### src/rtl/reg_scoreboard.sv
// rtl/reg_scoreboard.sv - pending register-write scoreboard with ID stall generation
// Issue side in ID, retire side in WB, squash side in EX; r0 and out-of-range addresses are never tracked.
module reg_scoreboard #(
  parameter int NREG = 32,
  parameter int AW   = 5,
  parameter int CW   = 2
) (
  input  logic          clk,
  input  logic          rst,
  input  logic [AW-1:0] RsAddr_id,
  input  logic [AW-1:0] RtAddr_id,
  input  logic          RtUsed_id,
  input  logic          IssueValid,
  input  logic          IssueWe,
  input  logic [AW-1:0] IssueAddr,
  input  logic          RegWrite_wb,
  input  logic [AW-1:0] RegWriteAddr_wb,
  input  logic          KillWe,
  input  logic [AW-1:0] KillAddr,
  output logic          Stall,
  output logic          IssueAccept,
  output logic          PendingAny,
  output logic          ErrOvf,
  output logic          ErrUnf
);

  localparam logic [CW-1:0] MAXC = '1;

  logic [CW-1:0] cnt     [NREG];
  logic [CW-1:0] cntNext [NREG];

  logic          wbOk, killOk, issueOk, issueFire;
  logic [CW-1:0] rsCnt, rtCnt, issCnt;
  logic          hazRs, hazRt, ovfHold;
  logic          ovfAny, unfAny, anyPend;

  function automatic logic addrOk(input logic [AW-1:0] a);
    return (a != '0) && (32'(a) < 32'(NREG));
  endfunction

  always_comb begin
    wbOk    = RegWrite_wb && addrOk(RegWriteAddr_wb);
    killOk  = KillWe && addrOk(KillAddr);
    issueOk = IssueWe && addrOk(IssueAddr);
    rsCnt   = addrOk(RsAddr_id) ? cnt[RsAddr_id] : '0;
    rtCnt   = addrOk(RtAddr_id) ? cnt[RtAddr_id] : '0;
    issCnt  = issueOk ? cnt[IssueAddr] : '0;
    // A lone pending write retiring this cycle is supplied by WB forwarding.
    hazRs   = (rsCnt != '0) &&
              !((rsCnt == CW'(1)) && wbOk && (RegWriteAddr_wb == RsAddr_id));
    hazRt   = (rtCnt != '0) &&
              !((rtCnt == CW'(1)) && wbOk && (RegWriteAddr_wb == RtAddr_id));
    ovfHold = issueOk && (issCnt == MAXC) &&
              !(wbOk && (RegWriteAddr_wb == IssueAddr)) &&
              !(killOk && (KillAddr == IssueAddr));
    Stall       = IssueValid && (hazRs || (RtUsed_id && hazRt) || ovfHold);
    IssueAccept = IssueValid && !Stall;
    issueFire   = IssueAccept && issueOk;
  end

  // Counters are evaluated with a +2 bias so the -2..+1 delta stays unsigned.
  always_comb begin : nextCalc
    logic [CW+1:0] sum;
    sum     = '0;
    ovfAny  = 1'b0;
    unfAny  = 1'b0;
    anyPend = 1'b0;
    for (int r = 0; r < NREG; r++) begin
      sum = {2'b00, cnt[r]} + (CW+2)'(2)
          + (CW+2)'(issueFire && (IssueAddr == AW'(r)))
          - (CW+2)'(wbOk && (RegWriteAddr_wb == AW'(r)))
          - (CW+2)'(killOk && (KillAddr == AW'(r)));
      if (sum < (CW+2)'(2)) begin
        cntNext[r] = '0;
        unfAny     = 1'b1;
      end else if (sum > ((CW+2)'(MAXC) + (CW+2)'(2))) begin
        cntNext[r] = MAXC;
        ovfAny     = 1'b1;
      end else begin
        cntNext[r] = CW'(sum - (CW+2)'(2));
      end
      anyPend = anyPend || (cnt[r] != '0);
    end
  end

  always_ff @(posedge clk or posedge rst) begin
    if (rst) begin
      for (int r = 0; r < NREG; r++) cnt[r] <= '0;
      PendingAny <= 1'b0;
      ErrOvf     <= 1'b0;
      ErrUnf     <= 1'b0;
    end else begin
      cnt        <= cntNext;
      PendingAny <= anyPend;
      ErrOvf     <= ErrOvf || ovfAny;
      ErrUnf     <= ErrUnf || unfAny;
    end
  end

endmodule
### config.mk
export PLATFORM = sky130hd
export DESIGN_NAME = reg_scoreboard
export DESIGN_NICKNAME = d
export VERILOG_FILES = /design/src/rtl/reg_scoreboard.sv
export SDC_FILE = /design/constraint.sdc
export NUM_CORES = 1
export LEC_CHECK = 0
export CORE_MARGIN = 2
export CORE_UTILIZATION = 46
export DETAILED_ROUTE_END_ITERATION = 8
export GPL_ROUTABILITY_DRIVEN = 0
export PLACE_DENSITY = 0.68
export SKIP_LAST_GASP = 1
export SLEW_MARGIN = 30
export SYNTH_ARGS = -nofsm -noshare
export SYNTH_HDL_FRONTEND = slang
export SYNTH_SLANG_ARGS = --single-unit
### constraint.sdc
create_clock -name clk -period 13.26 [get_ports clk]
set_clock_uncertainty 0.05 [all_clocks]
set_input_delay 3.978 -clock clk [delete_from_list [all_inputs] [get_ports clk]]
set_output_delay 3.978 -clock clk [all_outputs]
set_load 0.01 [all_outputs]
==> impl_metrics.env <==
export IMPL_synth_largest_area_cell="dfrtp_1"
export IMPL_synth_enable_flop_cells=0
export IMPL_netlist_area_sq_um=6955
export IMPL_dpl_worst_slack_ns=1.623
export IMPL_synth_top_family_by_area="adder cells"
export IMPL_cts_buffers=9
export IMPL_cts_post_setup_buffers_inserted=0
export IMPL_critPathMaxStageDelay_ns=1.08
export IMPL_timing_hold_worst_class="register to register"
export IMPL_drt_iter0_markers=1023
export IMPL_layout_nets=764
export IMPL_totalNegativeSetupSlack_ns=0
export IMPL_cp_max_fo=33
export IMPL_synthXorXnorAreaFrac_pct=2.393
export IMPL_detailroute_via_count=5830
export IMPL_antenna_violating_nets_post_route=0
export IMPL_tritoncts_clock_tree="yes"
export IMPL_grt_first_pass_wirelength_um=34420
export IMPL_postSynth_topFlopCell="dfrtp_1"
export IMPL_initial_core_util_pct=47.50
export IMPL_cp_buffers_inverters=4
export IMPL_routed_via_density=7.067
export IMPL_layout_filler_cells=1295
export IMPL_post_synth_top_area_fraction_pct=24.11
export IMPL_critical_path_arrival_ns=7.68
export IMPL_core_area_sq_um=14640
export IMPL_clk_pin_slew_worst_paths_ns=0.06
export IMPL_maxSlewHeadroom_pct=37.75
export IMPL_crit_required_ns=9.23
export IMPL_cts_htree_levels=3
export IMPL_post_synth_inst_count=625
export IMPL_yosys_top_cells_count="nand2_1, dfrtp_1, fa_1"
export IMPL_setup_violations_final=0
export IMPL_worst_slew_pin_transition_ns=0.9309
export IMPL_io_buffers=36
export IMPL_clk_insertion_delay_late_ns=0.35
export IMPL_result_of_the_run="completed"
export IMPL_synth_compound_gate_area_share_pct=6.494
export IMPL_post_synth_cell_area_avg_sq_um=11.13
export IMPL_num_rows=44
export IMPL_dieHeight_um=127.0
export IMPL_postLayoutSetupSlackWorst_ns=1.549
export IMPL_die_area_sq_um=16120
export IMPL_final_number_of_hold_violating_endpoints=0
export IMPL_timing_max_transition_violations_final=0
export IMPL_synthMostInstantiatedCell="nand2_1"
export IMPL_cts_root_buf="clkbuf_16"
export IMPL_synthTopCellsByArea="dfrtp_1, fa_1, mux4_2, ha_1, nand2_1"
export IMPL_die_width_um=127.0
export IMPL_synthesis_yosys_warnings=0
export IMPL_synth_lib_cells_used_distinct=52
export IMPL_avgRoutedWirePerCell_um=26.55
export IMPL_power_static_leakage_nw=2.816
export IMPL_worst_path_max_delay_cell="clkdlybuf4s50_1"
export IMPL_fraction_of_final_layout_cells_with_drive_strength_greater_than_1_pct=12.64
export IMPL_path_class="input port to output pin"
export IMPL_first_pass_iteration_count_of_the_detailed_router=6
export IMPL_holdWs_ns=0.4330
export IMPL_timing_critical_path_max_delay_family="buffers and inverters"
export IMPL_placed_cells=809
export IMPL_flow_area_growth_from_synthesis_pct=10.49
export IMPL_route_final_wire_length_um=21910
export IMPL_cts_sinks=67
export IMPL_globalRouteOverflowTotal=0
export IMPL_critical_path_endpoint_type="output pin"
export IMPL_detailedPlacementHpwl_um=17190
export IMPL_ir_worst_vdd_v=0.0001113
export IMPL_synth_adder_area_share_pct=28.64
export IMPL_fmax_mhz=85.39
export IMPL_grt_setup_unrepaired="no"
export IMPL_ios=37
export IMPL_insertedDiodeCount=0
export IMPL_total_global_route_track_usage_pct=28.65
export IMPL_postSynth_asyncResetShare_pct=100.0
export IMPL_crit_path_launch_type="input port"
export IMPL_cts_resized_gates=0
export IMPL_finalWorstPathRequiredPeriod_ns=11.71
export IMPL_p_total_w=0.001452
export IMPL_layoutNonFillerInstCount=825
export IMPL_maximum_number_of_pins_on_one_net_before_global_route_repair=68
export IMPL_yosys_area_share_simple_pct=18.56
export IMPL_worstPathCellList="clkdlybuf4s50_1, buf_4, mux4_2, a22oi_1, nand3_1, a32oi_1, o211ai_2, buf_4, nor3_1, clkdlybuf4s50_1"
export IMPL_synth_seq_area_share_pct=24.11
export IMPL_worst_case_clock_buffer_depth=2
export IMPL_max_cap_violations=0
export IMPL_vias_in_the_first_global_route=5949
export IMPL_post_route_period_util_pct=88.32
export IMPL_cts_hold_repair_buffers=0
export IMPL_number_of_antenna_violations_at_the_first_check_in_global_routing=0
export IMPL_drt_drc_violations_left=0
export IMPL_synth_area_mux_share_pct=16.42
export IMPL_power_density_nw_per_um2=189.0
export IMPL_postSynthRegisterBits=67
## layout by cell type, fill, tap and decap left out, drive strengths merged, types with 24 or more instances in the layout
cell type and n:
nor2 24, nand2 83, ha 32, clkdlybuf4s50 33, maj3 31, dfrtp 67, nand3 25, mux4 48
nor4 33, fa 64, nor3 27
## where the power goes
group | switching, W | internal [W] | total [W]
combinational | 0.000308 | 0.000347 | 0.000654
clock | 0.0000900 | 0.000174 | 0.000264
sequential | 0.000233 | 0.000300 | 0.000534
## sequential cells by signal, indices dropped and copies added, names as in the netlist
signal and flops:
cnt 64, ErrOvf 1, ErrUnf 1, PendingAny 1
## cells by family after synthesis
| logic type | count (synthesis) |
|---|---|
| and+or+nand+nor | 248 |
| adders and majority gates | 127 |
| DFF | 67 |
| AOI/OAI and AO/OA | 62 |
| muxes | 54 |
| buffers and inverters | 46 |
| xor gates and xnor gates | 19 |
| other | 2 |
## layer usage
layer / track usage [%] / vias up / share of wire [%]
met5: 0 / - / 0
met4: 13.51 / 0 / 5.2
met3: 12.53 / 100 / 14
met2: 42.28 / 465 / 44
met1: 36.42 / 2878 / 37
li1: - / 2387 / -
## tightest hold or removal path: cells and delay by family, from the launching register on
kind             cells  cell delay (ns)
AO/OA/AOI/OAI        1             0.05
flip-flops           1             0.36
AND/OR/NAND/NOR      1             0.05
## metrics by stage
stage / utilization (%) / area (sq um)
2_1_floorplan: - / 6959
3_3_place_gp: 50.33 / 7371
3_5_place_dp: 50.26 / 7361
4_1_cts: 52.51 / 7690
5_1_grt: 52.48 / 7685
6_report: 52.48 / 7685
## final timing paths
path | startpoint | slack (ns) | to | cells past startpoint
worst max-delay path | IssueAddr[0] | 1.55 | IssueAccept | 10
worst min-delay path | ErrOvf$_DFF_PP0_ | 0.43 | ErrOvf$_DFF_PP0_ | 2
worst max register to register | cnt[1]$_DFF_PP0_ | 7.98 | ErrUnf$_DFF_PP0_ | 15
worst min register to register | ErrOvf$_DFF_PP0_ | 0.43 | ErrOvf$_DFF_PP0_ | 2
max in group asynchronous | rst | 8.43 | cnt[24]$_DFF_PP0_ | 3
min in group asynchronous | rst | 4.16 | cnt[41]$_DFF_PP0_ | 3
## final cells by class
class | count | area, sq um | area share [%]
flip-flops and latches | 67 | 1677 | 21.82
well taps | 184 | 230.2 | 2.996
repair buffers | 40 | 375.4 | 4.884
clock inverters | 4 | 72.57 | 0.9443
clock buffers | 12 | 256.5 | 3.338
multi-input cells | 513 | 5055 | 65.78
inverters | 5 | 18.77 | 0.2442
Note: power is estimated with default switching activity, not from simulation.
